File: src/rtl/imem_pkg.sv
// Shared types and helpers for the instruction-memory arbiter.
//   state_t        : arbiter states (BOOT, RUN, WR)
//   BYTES_PER_WORD : byte lanes per 32-bit memory word
//   byte_lane()    : selects one byte lane of a 32-bit word
package imem_pkg;

  typedef enum logic [1:0] {
    BOOT = 2'd0,
    RUN  = 2'd1,
    WR   = 2'd2
  } state_t;

  localparam int unsigned BYTES_PER_WORD = 4;

  // Byte lane `lane` of `word`; lane 0 is the least significant byte.
  function automatic logic [7:0] byte_lane(input logic [31:0] word, input logic [1:0] lane);
    return word[{lane, 3'b000} +: 8];
  endfunction

endpackage

File: src/rtl/imem_byte_serializer.sv
// Serializes one 32-bit loader word into four sequential byte writes, LSB first.
// Ports:
//   clk, rst_n : clock, synchronous active-low reset
//   start      : capture word/base and begin the sequence (ignored while busy)
//   base       : word-aligned byte address of lane 0
//   word       : word to write
//   byte_we    : a byte write is being issued this cycle
//   byte_addr  : address of the current byte (base + k, wraps)
//   byte_data  : data of the current byte
//   done       : current byte is the last of the word (k = 3)
module imem_byte_serializer #(
  parameter int unsigned ADDR_WIDTH = 10
) (
  input  logic                  clk,
  input  logic                  rst_n,
  input  logic                  start,
  input  logic [ADDR_WIDTH-1:0] base,
  input  logic [31:0]           word,
  output logic                  byte_we,
  output logic [ADDR_WIDTH-1:0] byte_addr,
  output logic [7:0]            byte_data,
  output logic                  done
);
  import imem_pkg::*;

  logic                  busy;
  logic [1:0]            k;
  logic [ADDR_WIDTH-1:0] base_q;
  logic [31:0]           word_q;

  // Capture on start, then step the byte counter once per cycle.
  always_ff @(posedge clk) begin
    if (!rst_n) begin
      busy   <= 1'b0;
      k      <= 2'd0;
      base_q <= '0;
      word_q <= '0;
    end else if (start && !busy) begin
      busy   <= 1'b1;
      k      <= 2'd0;
      base_q <= base;
      word_q <= word;
    end else if (busy) begin
      k <= k + 2'd1;
      if (k == 2'(BYTES_PER_WORD - 1)) busy <= 1'b0;
    end
  end

  // Address arithmetic wraps naturally at ADDR_WIDTH bits.
  assign byte_we   = busy;
  assign byte_addr = busy ? base_q + ADDR_WIDTH'(k) : '0;
  assign byte_data = busy ? byte_lane(word_q, k) : 8'h00;
  assign done      = busy && (k == 2'(BYTES_PER_WORD - 1));

endmodule

File: src/rtl/imem_arbiter.sv
// Shares the byte-write / word-read instruction memory port between the fetch
// stage and the program loader, and holds the core in BOOT until load completes.
// Optional feature macro: IMEM_RUNTIME_WRITE_EN (loader writes allowed in RUN,
// subject to a fetch-starvation limit). Undefined: loader is blocked in RUN.
// Ports:
//   clk, rst_n                      : clock, synchronous active-low reset
//   if_req/if_addr/if_gnt           : fetch request, address, same-cycle grant
//   if_valid/if_rdata               : fetched word, one cycle after grant
//   ld_wr_valid/ld_addr/ld_wdata    : loader word write request
//   ld_wr_ready                     : loader word accepted (with ld_wr_valid)
//   ld_done                         : pulse, program load complete
//   boot_active                     : high until RUN is entered
//   mem_en/mem_we/mem_addr/mem_wdata: memory port strobe, write enable, address, byte
//   mem_rdata                       : memory read word, one cycle after a read strobe
module imem_arbiter #(
  parameter int unsigned INST_MEMORY_SIZE = 1024,
  parameter int unsigned ADDR_WIDTH       = $clog2(INST_MEMORY_SIZE),
  parameter int unsigned STARVE_LIMIT     = 8
) (
  input  logic                  clk,
  input  logic                  rst_n,
  input  logic                  if_req,
  input  logic [ADDR_WIDTH-1:0] if_addr,
  output logic                  if_gnt,
  output logic                  if_valid,
  output logic [31:0]           if_rdata,
  input  logic                  ld_wr_valid,
  input  logic [ADDR_WIDTH-1:0] ld_addr,
  input  logic [31:0]           ld_wdata,
  output logic                  ld_wr_ready,
  input  logic                  ld_done,
  output logic                  boot_active,
  output logic                  mem_en,
  output logic                  mem_we,
  output logic [ADDR_WIDTH-1:0] mem_addr,
  output logic [7:0]            mem_wdata,
  input  logic [31:0]           mem_rdata
);
  import imem_pkg::*;

  state_t                state;
  logic                  from_run;
  logic                  done_pend;
  logic                  accept;
  logic                  loader_win;
  logic                  ser_we;
  logic                  ser_done;
  logic [ADDR_WIDTH-1:0] ser_addr;
  logic [7:0]            ser_data;
  logic [ADDR_WIDTH-1:0] ld_base;

`ifdef IMEM_RUNTIME_WRITE_EN
  localparam int unsigned CNT_W = $clog2(STARVE_LIMIT + 1);
  logic [CNT_W-1:0] starve_cnt;

  // Loader wins when fetch is idle or fetch has already starved it long enough.
  assign loader_win = ld_wr_valid && (!if_req || (starve_cnt == CNT_W'(STARVE_LIMIT)));

  always_ff @(posedge clk) begin
    if (!rst_n) begin
      starve_cnt <= '0;
    end else if (accept) begin
      starve_cnt <= '0;
    end else if ((state == RUN) && ld_wr_valid && if_req && !ld_wr_ready &&
                 (starve_cnt != CNT_W'(STARVE_LIMIT))) begin
      starve_cnt <= starve_cnt + CNT_W'(1);
    end
  end
`else
  logic [31:0] unused_starve_limit;
  assign unused_starve_limit = 32'(STARVE_LIMIT);
  assign loader_win          = 1'b0;
`endif

  // Grant and ready are decided combinationally from state and requests.
  always_comb begin
    if_gnt      = 1'b0;
    ld_wr_ready = 1'b0;
    case (state)
      BOOT: ld_wr_ready = 1'b1;
      RUN: begin
        if_gnt      = if_req && !loader_win;
        ld_wr_ready = loader_win;
      end
      default: ;
    endcase
  end

  assign accept  = ld_wr_valid && ld_wr_ready;
  assign ld_base = ld_addr & ~ADDR_WIDTH'(3);

  imem_byte_serializer #(
    .ADDR_WIDTH(ADDR_WIDTH)
  ) u_ser (
    .clk      (clk),
    .rst_n    (rst_n),
    .start    (accept),
    .base     (ld_base),
    .word     (ld_wdata),
    .byte_we  (ser_we),
    .byte_addr(ser_addr),
    .byte_data(ser_data),
    .done     (ser_done)
  );

  // Memory port: serializer owns it during WR, otherwise a granted fetch.
  always_comb begin
    mem_en    = 1'b0;
    mem_we    = 1'b0;
    mem_addr  = '0;
    mem_wdata = 8'h00;
    if (ser_we) begin
      mem_en    = 1'b1;
      mem_we    = 1'b1;
      mem_addr  = ser_addr;
      mem_wdata = ser_data;
    end else if (if_gnt) begin
      mem_en   = 1'b1;
      mem_addr = if_addr;
    end
  end

  assign if_rdata = if_valid ? mem_rdata : 32'h0;

  // Arbiter FSM; a word accepted together with ld_done defers the exit until WR ends.
  always_ff @(posedge clk) begin
    if (!rst_n) begin
      state       <= BOOT;
      boot_active <= 1'b1;
      if_valid    <= 1'b0;
      from_run    <= 1'b0;
      done_pend   <= 1'b0;
    end else begin
      if_valid <= if_gnt;
      case (state)
        BOOT: begin
          if (accept) begin
            state     <= WR;
            from_run  <= 1'b0;
            done_pend <= ld_done;
          end else if (ld_done) begin
            state       <= RUN;
            boot_active <= 1'b0;
          end
        end
        RUN: begin
          if (accept) begin
            state     <= WR;
            from_run  <= 1'b1;
            done_pend <= 1'b0;
          end
        end
        WR: begin
          if (ld_done) done_pend <= 1'b1;
          if (ser_done) begin
            done_pend <= 1'b0;
            if (from_run || done_pend || ld_done) begin
              state       <= RUN;
              boot_active <= 1'b0;
            end else begin
              state <= BOOT;
            end
          end
        end
        default: state <= BOOT;
      endcase
    end
  end

endmodule
File: config.mk
export PLATFORM = sky130hd
export DESIGN_NAME = imem_arbiter
export DESIGN_NICKNAME = d
export VERILOG_FILES = /design/src/rtl/imem_pkg.sv /design/src/rtl/imem_byte_serializer.sv /design/src/rtl/imem_arbiter.sv
export SDC_FILE = /design/constraint.sdc
export NUM_CORES = 1
export LEC_CHECK = 0
export ABC_AREA = 1
export BUFFER_PORTS_ARGS = -buffer_cell sky130_fd_sc_hd__buf_2
export CAP_MARGIN = 20
export CORE_AREA = 4 4 125 79
export DETAILED_ROUTE_END_ITERATION = 16
export DIE_AREA = 0 0 129 83
export PLACE_DENSITY_LB_ADDON = 0.15
export SYNTH_ARGS = -nofsm -noshare
export SYNTH_HDL_FRONTEND = slang
export SYNTH_SLANG_ARGS = --single-unit
File: constraint.sdc
create_clock -name clk -period 1.7 [get_ports clk]
set_clock_uncertainty 0.05 [all_clocks]
set_input_delay 0.255 -clock clk [delete_from_list [all_inputs] [get_ports clk]]
set_output_delay 0.255 -clock clk [all_outputs]
set_load 0.02 [all_outputs]
==> flow_summary_export.csv <==
group,metric,value,unit
synthesis,synth_cell_types,19,
cells_and_area,stdcell_count,669,
sta,final_hold_viol_count,0,
cells_and_area,final_cell_mix,"buf_2 (126), nor2_1 (113), nand2_1 (69)",
placed_design,port_buffers,142,
routing,wire_per_inst,13.19,um
floorplan,std_cell_rows,27,
sta,setup_viol,3,
synthesis,syn-num-nets,503,
floorplan,dieArea,10710,um^2
routing,ant_nets,0,
placed_design,placed_cells,656,
clocking,path_clk_slew,0.06,ns
routing,drc_errors,0,
synthesis,avgSynthCellArea,6.259,um^2
cells_and_area,final_common_cell,"buf_2",
setup_path,end_kind,"output pin",
clocking,clock_latency,0.29,ns
sta,tightest_slew,0.3871,ns
setup_path,path_class,"reg -> out",
routing,avgViaCountPerCell,4.408,
routing,vias,2949,
cells_and_area,layout-drive-gt1-share,0.3671,
cells_and_area,area_delta_synth_final,52.43,%
setup_path,path_max_fanout,7,
setup_path,crit_chain,"clkinvlp_4, nor2_1, o21ai_0, a21oi_1, buf_4",
setup_path,crit_slowest_cell,"dfxtp_4",
sta,slew_headroom,0.7419,
global_route,antenna_found_initial,0,
routing,dr.pass1.iters,4,
cells_and_area,antenna_cells,0,
sta,fmaxAchievable,0.5835,GHz
cells_and_area,fillers,926,
setup_path,critPathRequiredTime,1.39,ns
setup_path,max_stage_delay,0.41,ns
sta,min_period_over_period,1.008,
routing,drt_iter0_markers,78,
synthesis,yosysWarnings,0,
sta,rsz0062_at_grt,"yes",
clocking,cts_tree,"built",
placed_design,pre_cts_slack,0.02020,ns
routing,postRouteWirelength,8.821,mm
cells_and_area,final_core_util,0.4398,
clocking,cts_max_path_buffers,2,
power_and_ir_drop,power.leakage,2.204,nW
power_and_ir_drop,power-per-cell-area,1321,nW/um^2
synthesis,synth_seq_cells,49,
sta,finalCriticalPeriod,1.714,ns
placed_design,gp_congestion,0.8344,
clocking,cts.sinks,49,
global_route,grt_max_degree,34,
synthesis,ys_seq_area_frac,0.3841,
power_and_ir_drop,total_power,5.141,mW
sta,hold_ws,0.1341,ns
clocking,htreeDepth,2,
routing,top_layer_used,"met4",
clocking,cts_inserted_buffers,5,
cells_and_area,finalNetCount,647,
routing,wl_met3,697,um
outcome,violations,"negative setup slack",
setup_path,crit_arrival,1.41,ns
routing,wl_met1,4.291,mm
setup_path,startpoint_type,"flop",
floorplan,die_w,129,um
global_route,grtUsageTotal,0.1554,
sta,finalWorstSetupSlack,-0.01376,ns
global_route,gr-total-overflow,0,
sta,drv_slew,0,
floorplan,ios,145,
worst_hold_path,whs_path_depth,3,
outcome,status,"finished with violations",
synthesis,syn_inst,408,
synthesis,syn_area,2554,um^2
routing,dr_wl_met2,3.757,mm
floorplan,start_util,0.2885,
power_and_ir_drop,ir_drop,459.9,uV
clocking,root_buffer,"clkbuf_16",
global_route,grt_pass1_wl,13.52,mm
worst_hold_path,hold_class,"in -> reg",
flow_run,drv_cap,0,
global_route,grt_pass1_vias,2750,
setup_path,rr_worst_depth,8,
placed_design,hpwl,6.613,mm
floorplan,coreArea,8851,um^2
floorplan,fp.dieH,83,um
## per-layer routing
layer	up-vias	track usage
met1	1298	0.2239
met4	0	0.03146
met3	8	0.03406
met5	-	0
li1	1549	-
met2	94	0.2378
## layout make-up
type / instances / area (um^2) / share of cell area
Clock inverter: 3 / 65.06 / 0.01671
Sequential cell: 49 / 997.2 / 0.2562
Multi-Input combinational cell: 290 / 1413 / 0.3629
Inverter: 46 / 181.4 / 0.04661
Tap cell: 116 / 145.1 / 0.03729
Clock buffer: 5 / 125.1 / 0.03214
Timing Repair Buffer: 160 / 965.9 / 0.2482
## cells in the mapped netlist
| cell type | count | share of area |
|---|---|---|
| buf_2 | 12 | 0.024 |
| inv_1 | 43 | 0.063 |
| nand3b_1 | 1 | 0.0029 |
| o21ai_0 | 66 | 0.13 |
| nand2_1 | 71 | 0.10 |
| nor2_1 | 117 | 0.17 |
| nand3_1 | 5 | 0.0098 |
| o31ai_1 | 3 | 0.0088 |
| nor3_1 | 2 | 0.0039 |
| inv_2 | 3 | 0.0044 |
| nand2_2 | 2 | 0.0049 |
| xnor2_1 | 1 | 0.0034 |
| buf_4 | 2 | 0.0059 |
| ha_1 | 6 | 0.029 |
| clkbuf_1 | 9 | 0.013 |
| o21a_1 | 3 | 0.0088 |
| nor2_4 | 1 | 0.0044 |
| a21oi_1 | 12 | 0.024 |
| dfxtp_1 | 49 | 0.38 |
## stage by stage
stage | setup TNS, ns | instance area [um^2]
after detailed placement | 0 | 3411
after CTS | -0.03091 | 3675
after floorplan | 0 | 2554
after global placement | 0 | 3411
final | -0.02576 | 3892
after global routing | -0.7559 | 3892
## cell families after synthesis
family          synth area share
simple gates              0.3023
xor+xnor                0.003430
fa+ha+maj                0.02940
flops                     0.3841
compound gates            0.1705
buf+inv                   0.1102
## registers in the layout (all words and copies together) (netlist names)
register / flops
boot_active: 1
u_ser.base_q: 8
done_pend: 1
from_run: 1
u_ser.byte_we: 1
state: 2
u_ser.word_q: 32
if_valid: 1
u_ser.k: 2
## worst paths after layout
check / from / slack (ns) / end
setup reg to reg: state[0] / 0.22 / u_ser.word_q[12]
hold reg to reg: boot_active / 0.40 / boot_active
hold / removal: ld_wdata[23] / 0.13 / u_ser.word_q[23]
setup / recovery: u_ser.k[1] / -0.01 / mem_wdata[6]
## repair_timing
item | CTS | global route
setup endpoints to repair | 20 | 58
pin swaps | 1 | 16
resized for setup | 29 | 60
hold buffers | 0 | 0
gates cloned | 0 | 1
setup buffers | 2 | 2
## report_power, final
group	internal (mW)	switching, mW
clock	0.841	0.440
combinational	0.846	1.31
sequential	1.50	0.209
## worst max-delay path, delay by kind of cell (launching register included)
kind            cells  cell delay (ns)
compound gates      2             0.26
buf+inv             2             0.32
flops               1             0.41
simple gates        1             0.12
Power figures use the tool's default switching activity.
